`src/rtl/spm_seq.sv`:
```
// Signed serial-parallel multiplier: x held in parallel, y streamed LSB-first
// through a carry-save cell chain; the 2*WIDTH-bit product is collected serially.
module spm_seq #(
  parameter int WIDTH = 32
) (
  input  logic                 clk,
  input  logic                 rst,
  input  logic                 in_valid,
  output logic                 in_ready,
  input  logic [WIDTH-1:0]     x,
  input  logic [WIDTH-1:0]     y,
  output logic                 out_valid,
  input  logic                 out_ready,
  output logic [2*WIDTH-1:0]   p,
  output logic                 busy
);

  localparam int CNT_W = $clog2(2*WIDTH);
  localparam logic [CNT_W-1:0] CNT_LAST = CNT_W'(2*WIDTH-1);

  localparam logic [1:0] IDLE = 2'd0;
  localparam logic [1:0] RUN  = 2'd1;
  localparam logic [1:0] DONE = 2'd2;

  logic [1:0]           state;
  logic [CNT_W-1:0]     cnt;
  logic [WIDTH-1:0]     x_q;
  logic [WIDTH-1:0]     y_sh;
  logic [WIDTH-1:0]     sum_q;
  logic [WIDTH-1:0]     carry_q;
  logic [WIDTH-1:0]     sum_d;
  logic [WIDTH-1:0]     carry_d;
  logic [2*WIDTH-1:0]   p_sh;
  logic                 yb;
  logic                 pp_sign;

  assign yb = y_sh[0];

  // Unsigned cells: partial product + sum shifted down from cell i+1 + own carry.
  genvar i;
  generate
    for (i = 0; i < WIDTH-1; i++) begin : g_csa
      logic pp;
      assign pp         = x_q[i] & yb;
      assign sum_d[i]   = pp ^ sum_q[i+1] ^ carry_q[i];
      assign carry_d[i] = (pp & sum_q[i+1]) | (pp & carry_q[i]) | (sum_q[i+1] & carry_q[i]);
    end
  endgenerate

  // Sign cell emits the serial two's complement of its partial-product stream:
  // bits pass unchanged until the first 1, then invert; carry_q holds that flag.
  always_comb begin
    pp_sign            = x_q[WIDTH-1] & yb;
    sum_d[WIDTH-1]     = pp_sign ^ carry_q[WIDTH-1];
    carry_d[WIDTH-1]   = pp_sign | carry_q[WIDTH-1];
  end

  always_ff @(posedge clk or negedge rst) begin
    if (!rst) begin
      state   <= IDLE;
      cnt     <= '0;
      x_q     <= '0;
      y_sh    <= '0;
      sum_q   <= '0;
      carry_q <= '0;
      p_sh    <= '0;
    end else begin
      case (state)
        IDLE: begin
          if (in_valid) begin
            x_q     <= x;
            y_sh    <= y;
            sum_q   <= '0;
            carry_q <= '0;
            p_sh    <= '0;
            cnt     <= '0;
            state   <= RUN;
          end
        end
        RUN: begin
          sum_q   <= sum_d;
          carry_q <= carry_d;
          p_sh    <= {sum_d[0], p_sh[2*WIDTH-1:1]};
          y_sh    <= {y_sh[WIDTH-1], y_sh[WIDTH-1:1]};
          cnt     <= cnt + 1'b1;
          if (cnt == CNT_LAST) begin
            state <= DONE;
          end
        end
        DONE: begin
          if (out_ready) begin
            state <= IDLE;
          end
        end
        default: state <= IDLE;
      endcase
    end
  end

  always_comb begin
    in_ready  = (state == IDLE);
    out_valid = (state == DONE);
    busy      = (state == RUN) || (state == DONE);
    p         = (state == DONE) ? p_sh : '0;
  end

endmodule

```
`config.mk`:
```
export PLATFORM = sky130hd
export DESIGN_NAME = spm_seq
export DESIGN_NICKNAME = d
export VERILOG_FILES = /design/src/rtl/spm_seq.sv
export SDC_FILE = /design/constraint.sdc
export NUM_CORES = 1
export LEC_CHECK = 0
export ABC_AREA = 1
export CAP_MARGIN = 40
export CORE_MARGIN = 10
export CORE_UTILIZATION = 45
export DETAILED_ROUTE_END_ITERATION = 12
export PLACE_DENSITY = 0.71
export SLEW_MARGIN = 10
export SYNTH_ARGS = -nofsm -noshare
export SYNTH_HDL_FRONTEND = slang
export SYNTH_SLANG_ARGS = --single-unit
export TNS_END_PERCENT = 100
```
`constraint.sdc`:
```
create_clock -name clk -period 1.5 [get_ports clk]
set_input_delay 0.15 -clock clk [delete_from_list [all_inputs] [get_ports clk]]
set_output_delay 0.15 -clock clk [all_outputs]
set_load 0.01 [all_outputs]
```
**After elaboration in Yosys (flattened, before gate mapping)**

Cells that the tools add are included.

- Add/subtract/negate cells: 1
- Equal/unequal tests: 6
- Muxes and demuxes: 14
- Bitwise logic cells: 252
- Reduce and logical (&&, ||, !) cells: 7

Operator list:

| operator | number |
|---|---|
| 32-bit one-hot mux with 2 select lines | 3 |
| 64-bit 2-to-1 mux | 2 |
| 64-bit one-hot mux with 2 select lines | 1 |
| 1-bit AND | 125 |
| 32-bit 2-to-1 mux | 2 |
| 1-bit OR | 63 |
| 1-bit XOR | 63 |
| 6-bit one-hot mux with 2 select lines | 1 |
| 6-bit by 1-bit adder with 6-bit output, second input constant | 1 |
| 6-bit == test, second input constant | 1 |
| 2-bit 2-to-1 mux | 3 |
| 6-bit 2-to-1 mux | 1 |
| 2-bit one-hot mux with 3 select lines | 1 |
| 3-bit AND reduction | 2 |
| 2-bit inequality test, second input constant | 2 |
| 2-bit AND reduction | 2 |
| 2-bit by 1-bit == test with 1-bit output, second input constant | 1 |
| 2-bit == test, second input constant | 1 |
| 2-bit logical NOT | 1 |
| 2-bit by 1-bit inequality test with 1-bit output, second input constant | 1 |
| 2-bit nonzero test | 1 |
| 1-bit logical OR | 1 |
| 1-bit inverter | 1 |

- Register bits after elaboration: 200
- Input port bits: 68
- Output and inout bits: 67

**Depth between registers and ports, before layout**

- Depth after elaboration: 5
- Mapped depth: 10

**Worst setup path before layout**

OpenSTA, ideal clock, no wires.

- Path kind: register to register
- From: register state[0]
- To: register carry_q[10]
- Arrival time: 1418 ps
- Data required time: 1374 ps
- Setup slack: -45 ps
- Cell stages (with the launch flop): 8
- Buffers on the path: 2
- Period minus slack after synthesis: 1545 ps
- Cell sequence: dfrtp_1 inv_1 ha_1 nand2_1 nand2_2 buf_2 buf_4 o22ai_1

- Cells in the longest elaborated chain, start to end: 3

Ends and longest elaborated chain:

| what | line | text |
|---|---|---|
| from (decl) | 25 | `logic [1:0] state;` |
| from (signal assigned) | 60 | `state <= IDLE;` |
| from (signal assigned) | 77 | `state <= RUN;` |
| from (signal assigned) | 87 | `state <= DONE;` |
| 2-bit logical NOT (*) | -- |  |
| named net in_ready | 9 | `output logic in_ready,` |
| 2-bit inequality test (no source line) / 2-bit nonzero test (equally long branches) | -- |  |
| 2-bit AND reduction (no source line) | -- |  |
| to (signal assigned) | 82 | `carry_q <= carry_d;` |
| to (decl) | 30 | `logic [WIDTH-1:0] carry_q;` |

The timed path passes the listed nets; every way through them passes the cells marked *.
A chain may end at the register's enable or synchronous reset.

**Worst setup path in the final report**

- From: register state[1]
- To: output port p[33]

- Cells in the longest elaborated chain, start to end: 2

Ends and longest elaborated chain:

| what | line | text |
|---|---|---|
| 2-bit == test | 104 | `p = (state == DONE) ? p_sh : '0;` |
| 64-bit 2-to-1 mux | 104 |  |
| to (decl) | 14 | `output logic [2*WIDTH-1:0] p,` |

Every way passes these cells.

==> flow_metrics.tcl <==
set metrics [dict create \
    rsz0062_at_grt "yes" \
    mostFrequentLayoutCells "199 x dfrtp_1, 189 x inv_1, 106 x nand2_1" \
    place_congestion 0.760 \
    finalHoldViolCount 0 \
    die_w_um 161 \
    dp_slack_ns -0.275 \
    worst_slack_ns -0.326 \
    clockBufferDepth 2 \
    synth_area_mm2 0.00901 \
    drc_errors 0 \
    syn_nets 1019 \
    p_switching_w 0.00992 \
    ios 135 \
    synth_warnings 0 \
    cts_buffers 17 \
    grt_util_all_layers 0.176 \
    p_comb_frac 0.540 \
    worst_pin_slew_ns 0.464 \
    worst_ep_arrival_time_ns 1.68 \
    cts_root_buffer "clkbuf_16" \
    p_int_w 0.0160 \
    dp_hpwl_um 13200 \
    synthArstFlopShare 1.00 \
    end_kind "output pin" \
    violations "negative setup slack" \
    swShare 0.382 \
    post_route_cells_drive_above_1_share 0.382 \
    crit_fanout 7 \
    cts.sinks 199 \
    min_period_ns 1.83 \
    fin_worst_skew_ns 0.0102 \
    die_y_um 161 \
    yosysUniqueCellTypes 20 \
    status "finished with violations" \
    start_kind "flip-flop" \
    clk_pin_slew_ns 0.07 \
    required_ns 1.35 \
    grt_overflow 0 \
    setup_violations 265 \
    vias 7189 \
    wl_per_cell_um 18.7 \
    final-max-slew-violation-count 0 \
    post-route-period-util 1.22 \
    first_pass_iters 4 \
    hold_class "in2async" \
    grt_pass1_vias 7195 \
    p_leak_nw 6.39 \
    fin_nets 1215 \
    ys_ff_latch 199 \
    maxSlewHeadroom 0.690 \
    antenna_found_initial 0 \
    p_per_area_mw_per_mm2 1890 \
    timing.fmax_mhz 548 \
    synthCells 915 \
    clockPowerShare 0.175 \
    reg2reg_slack_ns -0.28 \
    ys.flop_type "dfrtp_1" \
    clkLatencyLatePin_ns 0.44 \
    core_mm2 0.0196 \
    grt_first_pass_wirelength_um 37500 \
    vias_per_cell 5.18 \
    worstSetupPathType "reg2out" \
    die_area_mm2 0.0261 \
    p_seq_frac 0.285 \
    wirelength_um 25900 \
    synth-seq-area-share 0.553 \
    cap_viol_max_count 0 \
    rows 51 \
    io_buffers 134 \
    drtIter0Drc 299 \
    diodes 0 \
    mostFrequentLayoutCell "dfrtp_1" \
    start_util 0.460 \
    ir_drop_uv 1270 \
    grt_max_degree 53 \
    fill_cells 1326 \
    antenna_left 0 \
    syn_to_final_growth_pct 52.7 \
    worst_hold_slack_ns 0.256 \
    h-tree-depth 4 \
    synth_edf_count 0 \
    cts_tree "yes" \
    synth.avg_cell_area_um2 9.85 \
]
cells in the mapped netlist (3+ instances only):
cell type    n  area share
fa_1        31       0.069
o22ai_1    125       0.087
nand2_2      3      0.0021
nand2_1    144       0.060
dfrtp_1    199        0.55
nor2_1       7      0.0029
mux2_2      32       0.040
buf_1       10      0.0042
a21oi_1      5      0.0028
inv_1      232       0.097
ha_1         5      0.0069
buf_4        6      0.0050
clkbuf_1    15      0.0062
o21ai_0     37       0.021
buf_2       25       0.014
nand3_1      6      0.0033
o211ai_1    30       0.025
kinds of logic after synthesis:
group | Yosys count | synth area share
AOI/OAI and AO/OA | 198 | 0.136
adders and majority gates | 36 | 0.0758
buffers and inverters | 288 | 0.126
DFF | 199 | 0.553
muxes | 32 | 0.0400
and+or+nand+nor | 162 | 0.0697
flip-flops by register name (all words and copies together) (netlist names):
| name | count |
|---|---|
| y_sh | 32 |
| sum_q | 32 |
| carry_q | 32 |
| state | 2 |
| x_q | 32 |
| cnt | 6 |
| p_sh | 63 |
power by group through the flow:
stage / registers [W] / clock network (W) / logic, W
floorplan: 0.00724 / 0 / 0.00517
global placement: 0.00738 / 0 / 0.00725
detailed placement: 0.00744 / 0 / 0.00743
CTS: 0.00735 / 0.00455 / 0.0111
global route: 0.00753 / 0.00482 / 0.0150
finish: 0.00740 / 0.00455 / 0.0140
worst max-delay path, stage by stage, from the launching register on:
cell,delay [ns]
dfrtp_1,0.42
ha_4,0.19
buf_12,0.14
buf_8,0.13
buf_16,0.14
nand2_2,0.06
inv_2,0.04
buf_6,0.11
timing repair:
action | in CTS | in global routing
cloned | 18 | 13
endpoints found under the hold margin | 45 | 0
resized for setup | 419 | 227
buffers inserted | 26 | 15
setup endpoints to repair | 261 | 266
hold buffers | 1 | 0
pin swaps | 6 | 7
routing by layer:
metal,wire length [um],track usage,vias up
met5,0,0,-
met4,519,0.0558,0
met3,1470,0.0425,44
met2,13400,0.294,227
met1,10500,0.221,3610
li1,-,-,3308
final cells by class:
| type | instances | area [um2] | area share |
|---|---|---|---|
| Sequential cell | 199 | 4980 | 0.362 |
| Multi-Input combinational cell | 431 | 4010 | 0.291 |
| Timing Repair Buffer | 230 | 2980 | 0.217 |
| Inverter | 232 | 881 | 0.0640 |
| Clock buffer | 18 | 429 | 0.0312 |
| Tap cell | 265 | 332 | 0.0241 |
| Clock inverter | 14 | 144 | 0.0105 |
per-stage QoR:
step | std cells | utilization | power (W) | cell area, um2 | setup TNS [ns]
3_5_place_dp | 1289 | 0.557 | 0.0149 | 10900 | -28.21
2_1_floorplan | 915 | - | 0.0124 | 9020 | -1.46
4_1_cts | 1365 | 0.640 | 0.0230 | 12500 | -42.23
5_1_grt | 1389 | 0.702 | 0.0273 | 13800 | -68.96
3_3_place_gp | 1289 | 0.557 | 0.0146 | 10900 | -25.32
6_report | 1389 | 0.702 | 0.0260 | 13800 | -52.66
final timing paths:
kind	startpoint	end	cells past startpoint
min reg2reg	x_q[3]$_DFFE_PN0P_	x_q[3]$_DFFE_PN0P_	1
max in group asynchronous	rst	p_sh[17]$_DFFE_PN0P_	3
max	state[1]$_DFFE_PN0P_	p[33]	7
max reg2reg	state[0]$_DFFE_PN0P_	cnt[5]$_DFFE_PN0P_	12
min in group clk	x[15]	x_q[15]$_DFFE_PN0P_	2
min	rst	x_q[6]$_DFFE_PN0P_	2
(Power assumes the default switching activity.)
